### config.mk
export PLATFORM = sky130hd
export DESIGN_NAME = psum_accumulator
export DESIGN_NICKNAME = d
export VERILOG_FILES = /design/src/rtl/psum_accumulator.sv
export SDC_FILE = /design/constraint.sdc
export NUM_CORES = 1
export LEC_CHECK = 0
export ABC_AREA = 0
export CELL_PAD_IN_SITES_DETAIL_PLACEMENT = 1
export CELL_PAD_IN_SITES_GLOBAL_PLACEMENT = 1
export CORE_UTILIZATION = 42
export DETAILED_ROUTE_END_ITERATION = 10
export GPL_TIMING_DRIVEN = 0
export PLACE_DENSITY_LB_ADDON = 0.1
export SYNTH_ARGS = -nofsm -noshare
export SYNTH_HDL_FRONTEND = slang
export SYNTH_SLANG_ARGS = --single-unit
### constraint.sdc
create_clock -name clk -period 4.7 [get_ports clk]
set_input_delay 1.175 -clock clk [delete_from_list [all_inputs] [get_ports clk]]
set_output_delay 1.175 -clock clk [all_outputs]
set_load 0.02 [all_outputs]
### src/rtl/psum_accumulator.sv
// Accumulates NUM_TILES signed partial sums per output element with saturation,
// and hands each completed result to a one-entry valid/ready output register.
//
// state | meaning
// IDLE  | no beat of the current vector accepted yet (cnt == 0)
// ACCUM | part of a vector accumulated in acc (cnt > 0)
module psum_accumulator #(
  parameter int PARTIAL_SUM_BW = 20,
  parameter int ACC_BW         = 24,
  parameter int NUM_TILES      = 4
) (
  input  logic                             clk,
  input  logic                             rstn,
  input  logic                             flush,
  input  logic                             in_valid,
  output logic                             in_ready,
  input  logic signed [PARTIAL_SUM_BW-1:0] in_sum,
  output logic                             out_valid,
  input  logic                             out_ready,
  output logic signed [ACC_BW-1:0]         out_sum,
  output logic                             out_sat
);

  localparam int CNT_W = (NUM_TILES > 1) ? $clog2(NUM_TILES) : 1;
  localparam logic [CNT_W-1:0] LAST = CNT_W'(NUM_TILES - 1);
  localparam logic signed [ACC_BW-1:0] ACC_MAX = {1'b0, {(ACC_BW-1){1'b1}}};
  localparam logic signed [ACC_BW-1:0] ACC_MIN = {1'b1, {(ACC_BW-1){1'b0}}};

  typedef enum logic {IDLE, ACCUM} state_t;

  state_t                   state;
  logic signed [ACC_BW-1:0] acc;
  logic [CNT_W-1:0]         cnt;
  logic                     sat;

  logic                     is_last;
  logic                     accept;
  logic signed [ACC_BW-1:0] acc_base;
  logic [ACC_BW:0]          sum_ext;
  logic                     ovf;
  logic signed [ACC_BW-1:0] clamped;
  logic                     sat_next;

  always_comb begin
    is_last  = (cnt == LAST);
    in_ready = !flush && !(out_valid && !out_ready && is_last);
    accept   = in_valid && in_ready;
    acc_base = (state == IDLE) ? '0 : acc;
    // one guard bit is enough: the sum of two ACC_BW-bit values never wraps
    sum_ext  = {acc_base[ACC_BW-1], acc_base}
             + {{(ACC_BW+1-PARTIAL_SUM_BW){in_sum[PARTIAL_SUM_BW-1]}}, in_sum};
    ovf      = sum_ext[ACC_BW] ^ sum_ext[ACC_BW-1];
    if (!ovf)
      clamped = sum_ext[ACC_BW-1:0];
    else if (sum_ext[ACC_BW])
      clamped = ACC_MIN;
    else
      clamped = ACC_MAX;
    sat_next = ((state == ACCUM) && sat) || ovf;
  end

  always_ff @(posedge clk or negedge rstn) begin
    if (!rstn) begin
      state     <= IDLE;
      acc       <= '0;
      cnt       <= '0;
      sat       <= 1'b0;
      out_sum   <= '0;
      out_sat   <= 1'b0;
      out_valid <= 1'b0;
    end else begin
      // a final-beat load below overrides this drain, giving back-to-back results
      if (out_valid && out_ready)
        out_valid <= 1'b0;
      if (flush) begin
        state <= IDLE;
        acc   <= '0;
        cnt   <= '0;
        sat   <= 1'b0;
      end else if (accept) begin
        if (is_last) begin
          out_sum   <= clamped;
          out_sat   <= sat_next;
          out_valid <= 1'b1;
          state     <= IDLE;
          acc       <= '0;
          cnt       <= '0;
          sat       <= 1'b0;
        end else begin
          state <= ACCUM;
          acc   <= clamped;
          cnt   <= cnt + CNT_W'(1);
          sat   <= sat_next;
        end
      end
    end
  end

endmodule
Word-level counts from Yosys, hierarchy flattened
Cells that the tools add are included.
{"block": "word_totals", "reg_bits": 54, "input_bits": 25, "out_inout_bits": 27}
{"block": "op_classes", "addsub": 2, "n_eq_ne": 1, "mux": 19, "bitwise": 2, "n_reduce_logical": 12}
{"op": "2-to-1 mux 24 bit", "count": 6}
{"op": "adder 24 x 20 -> 25 bit", "count": 1}
{"op": "2-to-1 mux 1 bit", "count": 10}
{"op": "logical AND 1 bit", "count": 6}
{"op": "2-to-1 mux 2 bit", "count": 3}
{"op": "zero test 1 bit", "count": 3}
{"op": "AND reduction 3 bit", "count": 1}
{"op": "adder 2 x 1 -> 2 bit, second input constant", "count": 1}
{"op": "== test 2 bit, second input constant", "count": 1}
{"op": "nonzero test 2 bit", "count": 1}
{"op": "logical OR 1 bit", "count": 1}
{"op": "NOT 1 bit", "count": 1}
{"op": "bitwise XOR 1 bit", "count": 1}

Logic depth before layout (Yosys ltp)
{"block": "logic_depth", "ltp_word": 8, "mapped_depth": 14, "depth_no_buf": 11}

Worst setup path after synthesis
Ideal clock, no wire load.
{"block": "synth_path", "path_kind": "input-to-reg", "startpoint": "input in_sum[0]", "endpoint": "register acc[10]", "setup_time_ns": 0.121, "arrival_time_ns": 3.587, "t_required_ns": 4.579, "setup_slack_ns": 0.992, "path_stages": 12, "path_buffers": 2, "path_cell_list": "ha_1 > fa_1 > a211oi_1 > o21ai_1 > o211ai_2 > nand3_1 > and2_1 > o32a_4 > and2_4 > buf_6 > buf_6 > a22o_1"}
{"block": "synth_between", "elab_chain_cells": 6}
{"item": "from (decl)", "line_no": "17", "source": "input logic signed [PARTIAL_SUM_BW-1:0] in_sum,"}
{"item": "adder 24 x 20 -> 25 bit *", "line_no": "51", "source": "+ {{(ACC_BW+1-PARTIAL_SUM_BW){in_sum[PARTIAL_SUM_BW-1]}}, in_sum};"}
{"item": "2-to-1 mux 24 bit or bitwise XOR 1 bit (tied branches)", "line_no": "55, 52"}
{"item": "2-to-1 mux 24 bit *", "line_no": "53", "source": "if (!ovf)"}
{"item": "2-to-1 mux 24 bit *", "line_no": "81", "source": "if (is_last) begin"}
{"item": "2-to-1 mux 24 bit *", "line_no": "80", "source": "end else if (accept) begin"}
{"item": "2-to-1 mux 24 bit *", "line_no": "75", "source": "if (flush) begin"}
{"item": "to (signal assigned)", "line_no": "91", "source": "acc <= clamped;"}
{"item": "to (decl)", "line_no": "32", "source": "logic signed [ACC_BW-1:0] acc;"}
Mark *: on every way between the ends. The rest lies on a longest branch, timed or not. The select of a mux whose other input is x is not followed.
A chain may end at the register's enable or synchronous reset.

Worst setup path in the final report
{"block": "layout_path", "startpoint": "input in_sum[19]", "endpoint": "register out_sum[17]"}
{"block": "layout_between", "elab_chain_cells": 3}
{"item": "adder 24 x 20 -> 25 bit *", "line_no": "51"}
{"item": "2-to-1 mux 24 bit or bitwise XOR 1 bit (tied branches)", "line_no": "55, 52"}
{"item": "2-to-1 mux 24 bit *", "line_no": "53"}
{"item": "to (signal assigned)", "line_no": "82", "source": "out_sum <= clamped;"}
{"item": "to (decl)", "line_no": "20", "source": "output logic signed [ACC_BW-1:0] out_sum,"}
Mark *: on every way between the ends. The rest lies on a longest branch, timed or not.

==> key figures <==
Floorplanning
  – Row cnt: 33
  – Core ar.: 8300 µm²
  – Die H: 95.1 µm
  – Die ar.: 9040 µm²
  – Initial Utilization: 0.439
  – Top Ports: 52
  – Die width: 95.1 µm

Yosys
  – Distinct cells, synth: 53
  – Post-synth ARST share: 1.00
  – Post-synthesis sequential area ratio: 0.371
  – Cells after Synth: 391
  – Largest cells by area after synthesis: dfrtp_1 (37%), ha_1 (8.6%), a22o_1 (7.9%)
  – Synth cell count leaders: nand2_1 (57), dfrtp_1 (54), a22o_1 (33), and2_1 (28), a21oi_1 (26)
  – Yosys top cell area share: 0.371
  – Synth warn: 0
  – Top FF cell, synth: dfrtp_1
  – Post-Syn Area: 3640 µm²
  – Syn_nets: 442
  – Number of synthesized flops with an enable pin: 0
  – Mean Syn Cell Area: 9.31 µm²
  – Post-synth top area cell: dfrtp_1
  – Number of synthesized register bits: 54
  – Most common cell in the netlist: nand2_1

Power
  – PwrDens: 336 nW/µm²
  – Clock Power Share: 0.183
  – Sequential power share: 0.416
  – Peak supply drop: 0.147 mV
  – Int Power: 0.959 mW
  – Switch share: 0.349
  – P_leak: 2.05 nW
  – Gate power share: 0.401
  – Psw: 0.515 mW

STA
  – RSZ-0062 raised after global routing: false
  – Setup violations, final: 0
  – Slew @ Worst Pin: 0.929 ns
  – Worst rel slew slack: 0.381
  – Final hold vios: 0
  – TNS Setup: 0 ns
  – Final period util: 0.936
  – Fmax: 227 MHz
  – Min Tclk post-route: 4.40 ns
  – Setup Skew: 0.0119 ns
  – Slew Limit Fails: 0

Final layout
  – Final non-filler cell total: 556
  – N_diodes: 0
  – FILL cells: 960
  – Area of the multi-input gates: 2190 µm²
  – Reg area: 1350 µm²
  – Area Overhead vs Synth: 20.5%
  – Final nets: 501
  – Layout cells sized above 1: 0.0621

Clocking
  – Cts bufs inserted: 5
  – H-tree Lvls: 2
  – CTS tree: built
  – CTS hold repair buffers: 0
  – Post-CTS setup buffer count: 0
  – CTS root buf: clkbuf_8
  – Post-CTS resize count: 0
  – Clock Latency Late Sink: 0.31 ns
  – Clock buffer depth: 2
  – Sink Count: 54
  – Clock transition at path regs: 0.10 ns

Drt
  – Routed WL per cell: 17.6 µm
  – Antenna Violating Nets Remaining: 0
  – Iteration-0 DRC Markers: 104
  – Via count: 3239
  – Routed WL: 9800 µm
  – First-pass DRT Iterations: 4
  – DRC: 0
  – Via density: 5.83

Setup path
  – Required arrival time at the worst endpoint: 4.91 ns
  – Crit. End Element: flip-flop
  – Worst R2R Path Depth: 11
  – Cell mode on critical path: nand2_1
  – CP max-delay cell: a311oi_1
  – Max incr delay on CP: 0.61 ns
  – CP cell instances: clkdlybuf4s50_1 > ha_1 > clkbuf_1 > a21oi_1 > o21ai_0 > a311oi_1 > nand2_1 > a2bb2oi_2 > buf_2 > nand2_1 > a22o_1
  – CP startpoint kind: input pin
  – Worst R2R End: out_sum[17]$_DFFE_PN0P_
  – Worst R2R Start: state$_DFFE_PN0P_
  – CP Max Fanout: 10
  – Worst path arrival time: 4.61 ns
  – R2R Setup Slk: 0.62 ns
  – Crit path kind: in2reg

Run status
  – Status: complete, no violations

GRT
  – Global-route wire length before repair: 16400 µm
  – GR Util All Layers: 0.233
  – Vias in the first global route: 3397
  – Initial antenna violation count: 0
  – Largest net degree at the start of global routing: 30
  – Total grt overflow: 0

Min path
  – HP Start: acc[16]$_DFFE_PN0P_
  – Worst Hold Path EP: acc[16]$_DFFE_PN0P_
  – Worst Hold Depth: 2
  – Worst hold path type: reg2reg

Placed design
  – Final RePlAce weighted congestion: 0.848
  – PortBufs: 51
  – Dpl hpwl: 7630 µm
  – Placed cell count: 548

Flow run
  – Max cap viols: 0
state kept, by name (all words and copies together) (netlist names):
name	cells
out_sat	1
cnt	2
sat	1
out_sum	24
out_valid	1
state	1
acc	24
metrics by stage:
stage	hold WS [ns]	setup slack, ns	util	power [mW]	cell area, µm²
floorplan	0.442	0.992	-	0.965	3640
global placement	0.456	0.166	0.516	1.20	4280
detailed placement	0.468	0.0346	0.518	1.21	4300
finish	0.488	0.300	0.529	1.47	4390
global route	0.505	0.122	0.529	1.57	4390
CTS	0.488	0.366	0.529	1.49	4390
worst max-delay path, delay by kind of cell:
family	cells	cell delay (ns)
buf+inv	3	1.13
simple gates	2	0.43
compound gates	5	1.61
fa+ha+maj	1	0.27
area by class of cell:
cell class,instances,share of cell area
multi-input cells,318,0.498
flip-flops and latches,54,0.308
repair buffers,52,0.120
well taps,105,0.0299
plain buffers,15,0.0200
clock buffers,7,0.0197
inverters,4,0.00342
clock inverters,1,0.00114
cells in the final DEF, fill, tap and decap left out, types with 10 or more instances in the layout:
| cell type | netlist | routed |
|---|---|---|
| a21o_1 | 13 | 13 |
| and2_1 | 28 | 28 |
| nand2_1 | 57 | 57 |
| o21ai_0 | 24 | 24 |
| clkbuf_1 | 10 | 11 |
| nor2_1 | 14 | 14 |
| xor2_1 | 10 | 10 |
| a22o_1 | 33 | 33 |
| a21oi_1 | 26 | 26 |
| dfrtp_1 | 54 | 54 |
| clkdlybuf4s50_1 | 0 | 50 |
| ha_1 | 25 | 25 |
worst max-delay path by stage:
stage / start / to / slack [ns] / cells past startpoint
global route: in_sum[19] / out_sum[17]$_DFFE_PN0P_ / 0.12 / 11
global placement: in_sum[0] / out_sum[10]$_DFFE_PN0P_ / 0.17 / 12
finish: in_sum[19] / out_sum[17]$_DFFE_PN0P_ / 0.30 / 11
floorplan: in_sum[0] / acc[10]$_DFFE_PN0P_ / 0.99 / 12
detailed placement: in_sum[19] / out_sum[17]$_DFFE_PN0P_ / 0.03 / 11
CTS: in_sum[19] / out_sum[17]$_DFFE_PN0P_ / 0.37 / 11
metal layers:
layer,GRT usage,up-vias,part of all wire
li1,-,1548,-
met1,0.312,1624,0.48
met2,0.394,58,0.48
met3,0.0255,9,0.030
met4,0.0669,0,0.016
met5,0,-,0
logic make-up after synthesis:
| kind of cell | Yosys count | share of synthesized area |
|---|---|---|
| AOI/OAI and AO/OA | 136 | 0.276 |
| xor gates and xnor gates | 18 | 0.0433 |
| adders and majority gates | 27 | 0.0942 |
| buffers and inverters | 19 | 0.0282 |
| DFF | 54 | 0.371 |
| muxes | 1 | 0.00309 |
| and+or+nand+nor | 136 | 0.185 |
power groups by stage:
stage	Sequential, mW	Clock, mW	Combinational, mW
after CTS	0.615	0.282	0.595
after detailed placement	0.623	0	0.590
after global routing	0.626	0.296	0.644
final	0.614	0.270	0.591
after global placement	0.617	0	0.578
after floorplan	0.694	0	0.270
(Power assumes the default switching activity.)
